File: src/rtl/barker_spreader_tx.sv
// 802.11b transmit chip sequencer: spreads each accepted data bit into
// CHIPS_PER_SYMBOL Barker chips, one chip per chip_strobe_in, via a one-entry hold buffer.
module barker_spreader_tx #(
    parameter int CHIPS_PER_SYMBOL = 11,
    parameter logic [CHIPS_PER_SYMBOL-1:0] BARKER = 11'b10110111000,
    parameter int IDX_W = 4
) (
    input  logic             clk,
    input  logic             reset,
    input  logic             chip_strobe_in,
    input  logic             bit_in,
    input  logic             bit_valid,
    output logic             bit_ready,
    output logic             chip_out,
    output logic             chip_valid,
    output logic             symbol_done,
    output logic             underrun,
    output logic             busy,
    output logic [IDX_W-1:0] chip_idx
);

    localparam int N     = CHIPS_PER_SYMBOL;
    localparam int LUT_W = 1 << IDX_W;

    // Chip k of the code sits at LUT bit k so the chip index addresses it directly.
    function automatic logic [LUT_W-1:0] build_lut();
        logic [LUT_W-1:0] lut;
        lut = '0;
        for (int i = 0; i < N; i++) begin
            lut[i] = BARKER[N-1-i];
        end
        return lut;
    endfunction

    localparam logic [LUT_W-1:0] CODE_LUT = build_lut();
    localparam logic [IDX_W-1:0] LAST_IDX = IDX_W'(N - 1);
    localparam logic [IDX_W-1:0] ONE_IDX  = IDX_W'(1);

    typedef enum logic {
        IDLE   = 1'b0,
        SPREAD = 1'b1
    } state_t;

    state_t           state;
    state_t           state_next;
    logic [IDX_W-1:0] idx;
    logic [IDX_W-1:0] idx_next;
    logic             hold_full;
    logic             hold_bit;
    logic             cur_bit;
    logic             accept;
    logic             consume;
    logic             chip_p0;
    logic             vld_p0;
    logic             last_p0;
    logic             underrun_p0;

    assign accept = bit_valid && !hold_full;

    // State and control registers
    always_ff @(posedge clk) begin
        if (reset) begin
            state       <= IDLE;
            idx         <= '0;
            hold_full   <= 1'b0;
            chip_out    <= 1'b0;
            chip_valid  <= 1'b0;
            symbol_done <= 1'b0;
            underrun    <= 1'b0;
        end else begin
            state       <= state_next;
            idx         <= idx_next;
            chip_valid  <= vld_p0;
            symbol_done <= last_p0;
            underrun    <= underrun_p0;
            if (vld_p0) begin
                chip_out <= chip_p0;
            end
            if (consume) begin
                hold_full <= 1'b0;
            end else if (accept) begin
                hold_full <= 1'b1;
            end
        end
    end

    // Data bits carry no reset: hold_full and the state machine decide when they matter.
    always_ff @(posedge clk) begin
        if (accept) begin
            hold_bit <= bit_in;
        end
        if (consume) begin
            cur_bit <= hold_bit;
        end
    end

    always_comb begin
        state_next  = state;
        idx_next    = idx;
        consume     = 1'b0;
        chip_p0     = 1'b0;
        vld_p0      = 1'b0;
        last_p0     = 1'b0;
        underrun_p0 = 1'b0;
        if (chip_strobe_in) begin
            if (idx == '0) begin
                if (hold_full) begin
                    consume    = 1'b1;
                    vld_p0     = 1'b1;
                    chip_p0    = CODE_LUT[0] ^ hold_bit;
                    idx_next   = ONE_IDX;
                    state_next = SPREAD;
                end else if (state == SPREAD) begin
                    // Symbol boundary reached with nothing queued: the stream broke.
                    underrun_p0 = 1'b1;
                    state_next  = IDLE;
                end
            end else if (idx == LAST_IDX) begin
                vld_p0   = 1'b1;
                chip_p0  = CODE_LUT[idx] ^ cur_bit;
                last_p0  = 1'b1;
                idx_next = '0;
            end else begin
                vld_p0   = 1'b1;
                chip_p0  = CODE_LUT[idx] ^ cur_bit;
                idx_next = idx + 1'b1;
            end
        end
    end

    always_comb begin
        bit_ready = !hold_full;
        busy      = (state == SPREAD);
        chip_idx  = idx;
    end

endmodule

File: config.mk
export PLATFORM = sky130hd
export DESIGN_NAME = barker_spreader_tx
export DESIGN_NICKNAME = d
export VERILOG_FILES = /design/src/rtl/barker_spreader_tx.sv
export SDC_FILE = /design/constraint.sdc
export NUM_CORES = 1
export LEC_CHECK = 0
export ABC_CLOCK_PERIOD_IN_PS = 5450
export BUFFER_PORTS_ARGS = -buffer_cell sky130_fd_sc_hd__buf_2
export CORE_AREA = 3 3 40 42
export CTS_CLUSTER_SIZE = 30
export DETAILED_ROUTE_END_ITERATION = 8
export DIE_AREA = 0 0 43 45
export PLACE_DENSITY_LB_ADDON = 0.15
export SLEW_MARGIN = 25
export SYNTH_ARGS = -nofsm -noshare
export SYNTH_HDL_FRONTEND = slang
export SYNTH_SLANG_ARGS = --single-unit
File: constraint.sdc
create_clock -name clk -period 5.45 [get_ports clk]
set_input_delay 0.2725 -clock clk [delete_from_list [all_inputs] [get_ports clk]]
set_output_delay 0.2725 -clock clk [all_outputs]
set_load 0.02 [all_outputs]
==> flow_summary_export.csv, run 1 <==
group,metric,value,unit
floorplan,die_w,43,um
placed_design,gp_congestion,0.845,
pwr,total_leakage_power,0.331,nW
worst_hold_path,holdPathEnd,"hold_bit$_DFFE_PP_",
clock_network,cts_resized,0,
worst_setup_path,cp_slowest_stage_delay,0.51,ns
pwr,intPower,0.143,mW
detailed_routing,wire_per_inst,12.6,um
worst_setup_path,cp_cell_sequence,"ha_1 -> or4bb_1 -> a21oi_1 -> nor3_1 -> o32a_1",
worst_setup_path,rrSetupSlack,3.44,ns
sta,holdWs,0.177,ns
clock_network,clk_pin_slew_worst_paths,0.07,ns
sta,grt_setup_unrepaired,"no",
pwr,p_sw_share,26.5,%
yosys,yosys.area.top_type,"dfxtp_1",
sta,hold_viol,0,
grt,grt_pass1_vias,454,
yosys,yosysWarnings,0,
job,max-cap-violations,0,
worst_setup_path,path_class,"flop to flop",
sta,setup_viol,0,
yosys,async_reset_ff_share,0,%
sta,min_period,2.01,ns
yosys,synthCells,67,
detailed_routing,routed_wl,1.22,mm
worst_hold_path,min_delay_path_depth,1,
grt,track_usage,14.1,%
floorplan,die_area,1940,um^2
floorplan,ios,15,
floorplan,rows,13,
clock_network,tritoncts,"yes",
cells_and_area,fin_nets,91,
worst_setup_path,startpoint_type,"flop",
sta,fin_crit_sh,36.8,%
detailed_routing,initialDrtViolationCount,9,
pwr,power_density,265,nW/um^2
cells_and_area,area_delta_synth_final,15.1,%
clock_network,cts_setup_buffers,0,
worst_setup_path,cp_top_family,"simple AND/OR/NAND/NOR gates",
yosys,synth_area_leaders,"dfxtp_1, edfxtp_1, ha_1",
yosys,synthDistinctLibCells,31,
pwr,p_sw,0.0514,mW
sta,finalSetupTns,0,ns
worst_setup_path,r2r-start,"chip_idx[1]$_SDFFE_PP0N_",
worst_setup_path,required,5.61,ns
detailed_routing,viasPerCell,5.38,
worst_setup_path,critical_path_peak_fanout,8,
yosys,synth_nets,75,
yosys,ys_seq_area_share,44.0,%
worst_setup_path,cp.buffers_inverters,0,
sta,slew_violations,0,
placed_design,place_inst,93,
yosys,yosys-top-cells-count,"dfxtp_1, a21oi_1, nor2_1",
pwr,seq_power_share,54.6,%
cells_and_area,final_cells,97,
pwr,p_total,0.194,mW
detailed_routing,drtAntennaViolNets,0,
placed_design,dp_slack,3.47,ns
floorplan,die_y,45,um
clock_network,worstSkewPairLatency,0.27,ns
floorplan,start_util,49.6,%
pwr,ir_drop,0.181,mV
clock_network,cts_max_level,1,
worst_hold_path,hold_start,"bit_in",
clock_network,clk_path_buf_depth,2,
grt,grt_max_degree,13,
worst_hold_path,min_path_type,"input pin to flop",
yosys,synth_top_area_share,34.6,%
pwr,clock_power_share,29.5,%
run_status,status,"finished, final reports clean",
yosys,synth-seq-cells,13,
cells_and_area,diodes,0,
sta,fmax,499,MHz
worst_setup_path,r2r_cells,5,
placed_design,dp_hpwl,861,um
sta,slew_headroom,61.7,%
grt,grt_pass1_wl,2.01,mm
placed_design,place_area,707,um^2
yosys,synth_flop_cell,"dfxtp_1",
yosys,syn_avg_cell_area,9.51,um^2
grt,grt.overflow.total,0,
yosys,synth_edf_count,2,
pwr,combPwrFrac,15.9,%
worst_setup_path,cp_data_arrival_time,2.16,ns
clock_network,cts_sinks,13,
detailed_routing,vias,522,
yosys,synthesis.area,637,um^2
clock_network,cts_root_buf,"clkbuf_4",
cells_and_area,drive_gt1_share,26.8,%
worst_setup_path,cp_slowest_cell,"or4bb_1",
grt,antenna_found_initial,0,
clock_network,holdBufCountCts,0,
worst_setup_path,cp-end-kind,"flop",
cells_and_area,finalCoreUtilization,57.1,%
detailed_routing,route.detailed.drc,0,
sta,worst_slew_pin_slew,0.573,ns
floorplan,core_area,1280,um^2
sta,setup_slack,3.44,ns
detailed_routing,firstDrtPassIters,4,
clock_network,cts_made_buffers,3,
placed_design,io_buffers,14,
yosys,yosysMostFrequentCell,"dfxtp_1",
sta,finClkSkew,0.00494,ns
cells_and_area,design_area,733,um^2
==> worst reg2reg max path: stages, from the launching register on <==
cell     delay (ns)
dfxtp_1        0.48
ha_1           0.27
or4bb_1        0.51
a21oi_1        0.23
nor3_1         0.08
o32a_1         0.34
==> state kept, by name, summed over array words and instances, names as in the netlist, named ones only <==
register     flops
underrun         1
hold_full        1
chip_valid       1
chip_out         1
hold_bit         1
chip_idx         4
cur_bit          1
symbol_done      1
busy             1
==> how the worst max path moves through the flow <==
| stage | startpoint | endpoint | slack, ns | cells after the start |
|---|---|---|---|---|
| after floorplan | chip_idx[1]$_SDFFE_PP0N_ | flop | 3.51 | 5 |
| after global placement | chip_idx[1]$_SDFFE_PP0N_ | flop | 3.52 | 5 |
| after detailed placement | chip_idx[1]$_SDFFE_PP0N_ | flop | 3.47 | 5 |
| after CTS | chip_idx[1]$_SDFFE_PP0N_ | flop | 3.45 | 5 |
| after global routing | chip_idx[0]$_SDFFE_PP0N_ | flop | 3.33 | 6 |
| final | chip_idx[1]$_SDFFE_PP0N_ | flop | 3.44 | 5 |
==> power groups by stage <==
stage | Clock, mW | Combinational (mW) | Sequential (mW)
after floorplan | 0 | 0.0203 | 0.110
after global placement | 0 | 0.0309 | 0.108
after detailed placement | 0 | 0.0305 | 0.108
after CTS | 0.0604 | 0.0313 | 0.106
after global routing | 0.0637 | 0.0342 | 0.107
final | 0.0573 | 0.0309 | 0.106
==> layout make-up <==
class | instances | area, um^2
clock buffer | 4 | 26.3
timing repair buffer | 14 | 70.1
multi-input combinational | 47 | 323
sequential | 13 | 280
inverter | 4 | 15.0
tap | 15 | 18.8
fill | 121 | 552
==> metal layers <==
layer	share of wire [%]	track usage [%]
met2	46	21.9
met3	7.9	6.37
met4	0	3.61
met1	46	18.1
met5	0	0
==> cell families after synthesis <==
kind of cell / count (synthesis) / synth area share (%)
simple gates: 26 / 23.6
compound gates: 16 / 18.3
flops: 13 / 44.0
buf+inv: 7 / 5.30
fa+ha+maj: 3 / 5.89
xor+xnor: 1 / 1.38
mux: 1 / 1.57
==> cell usage in the layout (no fill, tap or decap), drive strengths merged, types with 2 or more instances in the layout <==
| cell type | n |
|---|---|
| a21oi | 8 |
| ha | 3 |
| edfxtp | 2 |
| and3 | 2 |
| buf | 14 |
| nor2 | 6 |
| nand2 | 5 |
| clkbuf | 4 |
| nor3 | 5 |
| dfxtp | 11 |
| inv | 4 |
(Power assumes the default switching activity.)
==> inputs of run 2 (changes only) <==
--- a/config.mk
+++ b/config.mk
@@ -5,12 +5,13 @@
 export SDC_FILE = /design/constraint.sdc
 export NUM_CORES = 1
 export LEC_CHECK = 0
-export ABC_CLOCK_PERIOD_IN_PS = 5450
+export ABC_AREA = 1
+export ABC_CLOCK_PERIOD_IN_PS = 2000
 export BUFFER_PORTS_ARGS = -buffer_cell sky130_fd_sc_hd__buf_2
-export CORE_AREA = 3 3 40 42
+export CORE_MARGIN = 3
+export CORE_UTILIZATION = 50
 export CTS_CLUSTER_SIZE = 30
 export DETAILED_ROUTE_END_ITERATION = 8
-export DIE_AREA = 0 0 43 45
 export PLACE_DENSITY_LB_ADDON = 0.15
 export SLEW_MARGIN = 25
 export SYNTH_ARGS = -nofsm -noshare
==> constraint.sdc (replaced) <==
create_clock -name clk -period 2 [get_ports clk]
set_input_delay 0.1 -clock clk [delete_from_list [all_inputs] [get_ports clk]]
set_output_delay 0.1 -clock clk [all_outputs]
set_load 0.02 [all_outputs]
==> run 2 against run 1 <==
Against the previous run:
- non-clock buffer count rose by 2
- synthesized area grew 3.7%
- critical path depth is 4 higher
- sequential cell count stayed put
- global-route usage is 1.9 points higher
- synthesized cell count is 30% higher
- first-iteration DRC count increased by 67%
- clock power increased to 2.8 times the previous value
- clock-buffer cell count unchanged
- critical path type unchanged
==> flow_summary_export.csv, run 2 <==
group,metric,value,unit
detailed_routing,routed_wl,1.35,mm
floorplan,core_area,1170,um^2
worst_setup_path,cpMostUsedCell,"inv_1",
worst_setup_path,cp_data_arrival_time,1.70,ns
clock_network,cts_made_buffers,3,
pwr,power_density,681,nW/um^2
floorplan,rows,12,
clock_network,cts_root_buf,"clkbuf_4",
placed_design,dp_hpwl,971,um
worst_hold_path,min_path_type,"input pin to flop",
cells_and_area,diodes,0,
worst_setup_path,cp_top_family,"simple AND/OR/NAND/NOR gates",
grt,grt_pass1_wl,2.19,mm
yosys,synth_edf_count,2,
clock_network,clk_path_buf_depth,2,
cells_and_area,area_delta_synth_final,20.3,%
yosys,synth_nets,95,
clock_network,tritoncts,"yes",
sta,finalSetupTns,0,ns
worst_setup_path,critical_path_peak_fanout,7,
grt,grt_max_degree,10,
yosys,synth_area_leaders,"dfxtp_1, nand2_1, edfxtp_1",
sta,setup_viol,0,
worst_setup_path,cp-end-kind,"flop",
grt,antenna_found_initial,0,
sta,setup_slack,0.469,ns
yosys,yosys.area.top_type,"dfxtp_1",
placed_design,place_inst,115,
sta,fin_crit_sh,76.5,%
worst_setup_path,required,2.17,ns
clock_network,cts_resized,0,
yosys,syn_avg_cell_area,7.59,um^2
yosys,yosysMostFrequentCell,"nand2_1",
pwr,p_total,0.541,mW
clock_network,cts_setup_buffers,0,
sta,slew_violations,0,
yosys,synthCells,87,
clock_network,worstSkewPairLatency,0.27,ns
yosys,yosys-top-cells-count,"nand2_1, inv_1, dfxtp_1, nand3_1, o21ai_0",
clock_network,cts_max_level,1,
yosys,synthesis.area,661,um^2
cells_and_area,layout_commonest_cell,"nand2_1",
floorplan,ios,15,
sta,slew_headroom,83.3,%
cells_and_area,fin_nets,116,
detailed_routing,viasPerCell,4.90,
cells_and_area,layout_common_cells,"nand2_1, inv_1, buf_2",
worst_setup_path,cp-startpoint,"chip_idx[0]$_SDFFE_PP0N_",
cells_and_area,design_area,795,um^2
clock_network,holdBufCountCts,2,
detailed_routing,initialDrtViolationCount,15,
yosys,synth_flop_cell,"dfxtp_1",
detailed_routing,firstDrtPassIters,4,
sta,min_period,1.53,ns
grt,grt.overflow.total,0,
worst_setup_path,crit_cells,9,
floorplan,die_y,42.4,um
cells_and_area,drive_gt1_share,25.2,%
detailed_routing,wire_per_inst,11.1,um
worst_setup_path,cp_slowest_stage_delay,0.35,ns
sta,holdWs,0.0634,ns
placed_design,place_area,748,um^2
sta,grt_setup_unrepaired,"no",
yosys,synthDistinctLibCells,19,
grt,grt_pass1_vias,509,
clock_network,cts_sinks,13,
worst_setup_path,startpoint_type,"flop",
pwr,total_leakage_power,0.425,nW
sta,finClkSkew,0.000937,ns
worst_setup_path,r2r_end,"hold_full$_SDFFE_PP0P_",
worst_setup_path,rrSetupSlack,0.47,ns
pwr,ir_drop,0.430,mV
cells_and_area,finalCoreUtilization,67.8,%
grt,track_usage,16.1,%
floorplan,die_area,1790,um^2
yosys,ys_seq_area_share,42.4,%
worst_setup_path,r2r-start,"chip_idx[0]$_SDFFE_PP0N_",
floorplan,start_util,56.4,%
cells_and_area,fill_cells,109,
floorplan,die_w,42.4,um
detailed_routing,drtAntennaViolNets,0,
worst_setup_path,r2r_cells,9,
worst_setup_path,crit_path_end,"hold_full$_SDFFE_PP0P_",
yosys,async_reset_ff_share,0,%
detailed_routing,vias,593,
placed_design,gp_congestion,0.882,
sta,hold_viol,0,
run_status,status,"finished, final reports clean",
cells_and_area,final_cells,121,
job,max-cap-violations,0,
sta,worst_slew_pin_slew,0.248,ns
yosys,synth_top_area_share,33.3,%
detailed_routing,route.detailed.drc,0,
yosys,synth-seq-cells,13,
clock_network,clk_pin_slew_worst_paths,0.08,ns
worst_setup_path,cp_cell_sequence,"inv_1 -> ha_1 -> nand2_2 -> inv_2 -> nand2_1 -> nor2_1 -> inv_1 -> o211ai_1 -> inv_1",
yosys,yosysWarnings,0,
worst_setup_path,path_class,"flop to flop",
placed_design,dp_slack,0.521,ns
sta,fmax,653,MHz
worst_setup_path,cp.buffers_inverters,4,
cells_and_area,largest_register_ffs,4,
placed_design,io_buffers,14,
worst_setup_path,cp_slowest_cell,"dfxtp_1",
-- run 2: changes by cell type after synthesis, moves of 2 or more --
cell / delta
nor3_1: -5
o21ai_0: +6
nand3_2: +3
nand2_1: +13
inv_1: +11
a21oi_1: -7
nand3_1: +11
nand2_2: +2
clkbuf_1: -2
-- run 2: tightest hold or removal path, stage by stage --
cell	delay (ns)
buf_2	0.09
o211ai_1	0.07
inv_1	0.05
-- run 2: where the power goes --
group | switching (mW) | internal, mW | total, mW
combinational | 0.0629 | 0.0327 | 0.0957
sequential | 0.00757 | 0.278 | 0.285
clock | 0.0825 | 0.0773 | 0.160
-- run 2: metal layers --
| metal | global-route usage [%] | up-vias | part of all wire [%] |
|---|---|---|---|
| met1 | 20.3 | 256 | 48 |
| met3 | 6.44 | 2 | 7.0 |
| met5 | 0 | - | 0 |
| met2 | 25.5 | 15 | 44 |
| met4 | 3.73 | 0 | 0.59 |
| li1 | - | 320 | - |
-- run 2: cells by family (layout without fill, tap and decap cells) --
family	count (synthesis)	count (layout)	synth area share [%]
buf+inv	18	38	10.6
simple gates	43	43	32.2
flops	13	13	42.4
fa+ha+maj	3	3	5.68
compound gates	9	9	7.77
xor+xnor	1	1	1.33
-- run 2: worst min path at each step --
stage | start | endpoint | slack [ns] | depth (start not counted)
5_1_grt | bit_valid | hold_full$_SDFFE_PP0P_ | 0.06 | 3
2_1_floorplan | reset | busy$_SDFFE_PP0N_ | 0.16 | 1
4_1_cts | bit_valid | hold_full$_SDFFE_PP0P_ | 0.06 | 3
6_report | bit_valid | hold_full$_SDFFE_PP0P_ | 0.06 | 3
3_3_place_gp | reset | busy$_SDFFE_PP0N_ | 0.28 | 2
3_5_place_dp | bit_in | hold_bit$_DFFE_PP_ | 0.28 | 1
-- run 2: layout make-up --
cell class                 count  area, um^2  share of cell area [%]
multi-input combinational     56         310                    39.1
sequential                    13         280                    35.3
timing repair buffer          16        90.1                    11.3
inverter                      18        70.1                    8.82
clock buffer                   4        26.3                    3.31
tap                           14        17.5                    2.20
==> inputs of run 3 (changes only) <==
--- a/config.mk
+++ b/config.mk
@@ -6,10 +6,10 @@
 export NUM_CORES = 1
 export LEC_CHECK = 0
 export ABC_AREA = 1
-export ABC_CLOCK_PERIOD_IN_PS = 2000
+export ABC_CLOCK_PERIOD_IN_PS = 1270
 export BUFFER_PORTS_ARGS = -buffer_cell sky130_fd_sc_hd__buf_2
 export CORE_MARGIN = 3
-export CORE_UTILIZATION = 50
+export CORE_UTILIZATION = 45
 export CTS_CLUSTER_SIZE = 30
 export DETAILED_ROUTE_END_ITERATION = 8
 export PLACE_DENSITY_LB_ADDON = 0.15
==> constraint.sdc (replaced) <==
create_clock -name clk -period 1.27 [get_ports clk]
set_input_delay 0.0635 -clock clk [delete_from_list [all_inputs] [get_ports clk]]
set_output_delay 0.0635 -clock clk [all_outputs]
set_load 0.02 [all_outputs]
==> run 3 against run 2 <==
Against the previous run:
- the flow now finishes with violations (setup timing)
- die area up 9.5%
- core utilization up 4.7 points
- clock skew up 0.0015 ns
- combinational power up 120%
- first-iteration DRC count up 47%
- routed wire length up 18%
- clock-buffer cell count unchanged
- critical path type unchanged
- global-route usage up 2.6 points
- non-clock buffer count up 11
- register-to-register slack worse by 0.57 ns
- sequential cell count unchanged
- largest cell class unchanged
==> flow_summary_export.csv, run 3 (synthesized netlist as in run 2, its figures left out) <==
group,metric,value,unit
sta,fmax,730,MHz
sta,slew_violations,0,
worst_setup_path,cp_slowest_stage_delay,0.37,ns
worst_hold_path,min_path_type,"input pin to flop",
worst_setup_path,critical_path_peak_fanout,5,
sta,fin_crit_sh,108,%
worst_hold_path,hold_start,"bit_valid",
floorplan,die_area,1960,um^2
cells_and_area,drive_gt1_share,43.7,%
worst_setup_path,r2r-start,"chip_idx[0]$_SDFFE_PP0N_",
run_status,failed_checks,"setup timing",
detailed_routing,viasPerCell,5.07,
clock_network,cts_sinks,13,
worst_hold_path,min_delay_path_depth,3,
detailed_routing,drtAntennaViolNets,0,
worst_hold_path,holdPathEnd,"hold_full$_SDFFE_PP0P_",
placed_design,gp_congestion,0.871,
placed_design,io_buffers,14,
worst_setup_path,cp-end-kind,"flop",
detailed_routing,route.detailed.drc,0,
sta,slew_headroom,81.3,%
sta,hold_viol,0,
clock_network,cts_made_buffers,3,
grt,grt_pass1_wl,2.64,mm
grt,grt_max_degree,10,
sta,worst_slew_pin_slew,0.279,ns
sta,grt_setup_unrepaired,"yes",
grt,antenna_found_initial,0,
clock_network,worstSkewPairLatency,0.27,ns
detailed_routing,vias,680,
placed_design,dp_hpwl,1.16,mm
pwr,p_total,0.912,mW
sta,setup_viol,1,
job,max-cap-violations,0,
floorplan,start_util,49.5,%
sta,setup_slack,-0.100,ns
floorplan,die_w,44.3,um
detailed_routing,routed_wl,1.59,mm
floorplan,core_area,1330,um^2
sta,min_period,1.37,ns
clock_network,cts_setup_buffers,0,
floorplan,ios,15,
clock_network,cts_max_level,1,
pwr,power_density,943,nW/um^2
clock_network,tritoncts,"yes",
cells_and_area,fin_nets,128,
worst_setup_path,startpoint_type,"flop",
worst_setup_path,cpMostUsedCell,"nand2_1",
floorplan,die_y,44.3,um
clock_network,clk_path_buf_depth,2,
cells_and_area,diodes,0,
floorplan,rows,13,
cells_and_area,layout_commonest_cell,"nand2_1",
worst_setup_path,r2r_cells,11,
cells_and_area,layout_common_cells,"nand2_1, buf_2, inv_1",
clock_network,clk_pin_slew_worst_paths,0.07,ns
detailed_routing,initialDrtViolationCount,22,
worst_setup_path,cp_cell_sequence,"inv_6 -> ha_4 -> nand3_4 -> nand2_4 -> inv_4 -> nand2_2 -> nand3_2 -> nand2_1 -> nand3_1 -> nand2_1 -> inv_1",
placed_design,dp_slack,-0.0834,ns
worst_setup_path,cp_slowest_cell,"dfxtp_4",
pwr,ir_drop,0.730,mV
grt,track_usage,18.7,%
cells_and_area,largest_register_ffs,4,
grt,grt.overflow.total,0,
worst_setup_path,required,1.44,ns
detailed_routing,wire_per_inst,11.8,um
run_status,status,"complete, but fails checks",
grt,grt_pass1_vias,632,
detailed_routing,firstDrtPassIters,4,
worst_setup_path,cp_data_arrival_time,1.55,ns
sta,finClkSkew,0.00245,ns
pwr,total_leakage_power,0.492,nW
clock_network,cts_root_buf,"clkbuf_4",
worst_setup_path,path_class,"flop to flop",
worst_setup_path,rrSetupSlack,-0.10,ns
cells_and_area,area_delta_synth_final,46.4,%
-- run 3: cell types whose count changed in the layout (fill, tap and decap cells not counted), sizes merged --
cell   change
nand2      +1
buf       +11
-- run 3: metrics by stage --
step / cell area, um^2 / hold slack (ns) / std cells / util, % / setup TNS (ns)
after detailed placement: 872 / 0.244 / 127 / 65.4 / -0.130
after floorplan: 701 / 0.126 / 87 / - / 0
after global placement: 872 / 0.241 / 127 / 65.4 / -0.0555
after global routing: 967 / 0.0509 / 134 / 72.5 / -0.468
after CTS: 945 / 0.0265 / 134 / 70.8 / -0.0863
final: 967 / 0.0369 / 134 / 72.5 / -0.100
-- run 3: where the power goes --
group,switching (mW),internal [mW]
Sequential,0.0141,0.436
Combinational,0.128,0.0869
Clock,0.125,0.122
Total,0.267,0.645
-- run 3: layout make-up --
type,instances,area [um^2]
Timing Repair Buffer,27,173
Sequential cell,13,290
Fill cell,111,367
Multi-Input combinational cell,57,384
Tap cell,15,18.8
Clock buffer,4,26.3
Inverter,18,75.1
-- run 3: what timing repair did --
action                     in CTS  in global routing
pin swaps                       5                  6
resized for setup               4                  9
setup endpoints to repair       5                  8
hold buffers                    2                  0
cloned                          1                  0
hold endpoints to repair        2                  0
-- run 3: worst max path at each step --
stage,from,to,slack (ns)
5_1_grt,chip_idx[0]$_SDFFE_PP0N_,flop,-0.17
2_1_floorplan,chip_idx[0]$_SDFFE_PP0N_,flop,0.002
3_5_place_dp,chip_idx[0]$_SDFFE_PP0N_,flop,-0.08
3_3_place_gp,chip_idx[0]$_SDFFE_PP0N_,flop,-0.05
4_1_cts,chip_idx[1]$_SDFFE_PP0N_,flop,-0.05
6_report,chip_idx[0]$_SDFFE_PP0N_,flop,-0.10
-- run 3: per-layer routing --
layer | share of wire, % | GRT usage (%)
met5 | 0 | 0
met4 | 1.8 | 7.23
met3 | 7.0 | 7.32
met2 | 48 | 32.0
met1 | 43 | 20.6
-- run 3: critical path, delay by kind of cell, from the launching register on --
family / cells / cell delay [ns]
flops: 1 / 0.37
fa+ha+maj: 1 / 0.17
simple gates: 7 / 0.58
buf+inv: 3 / 0.16
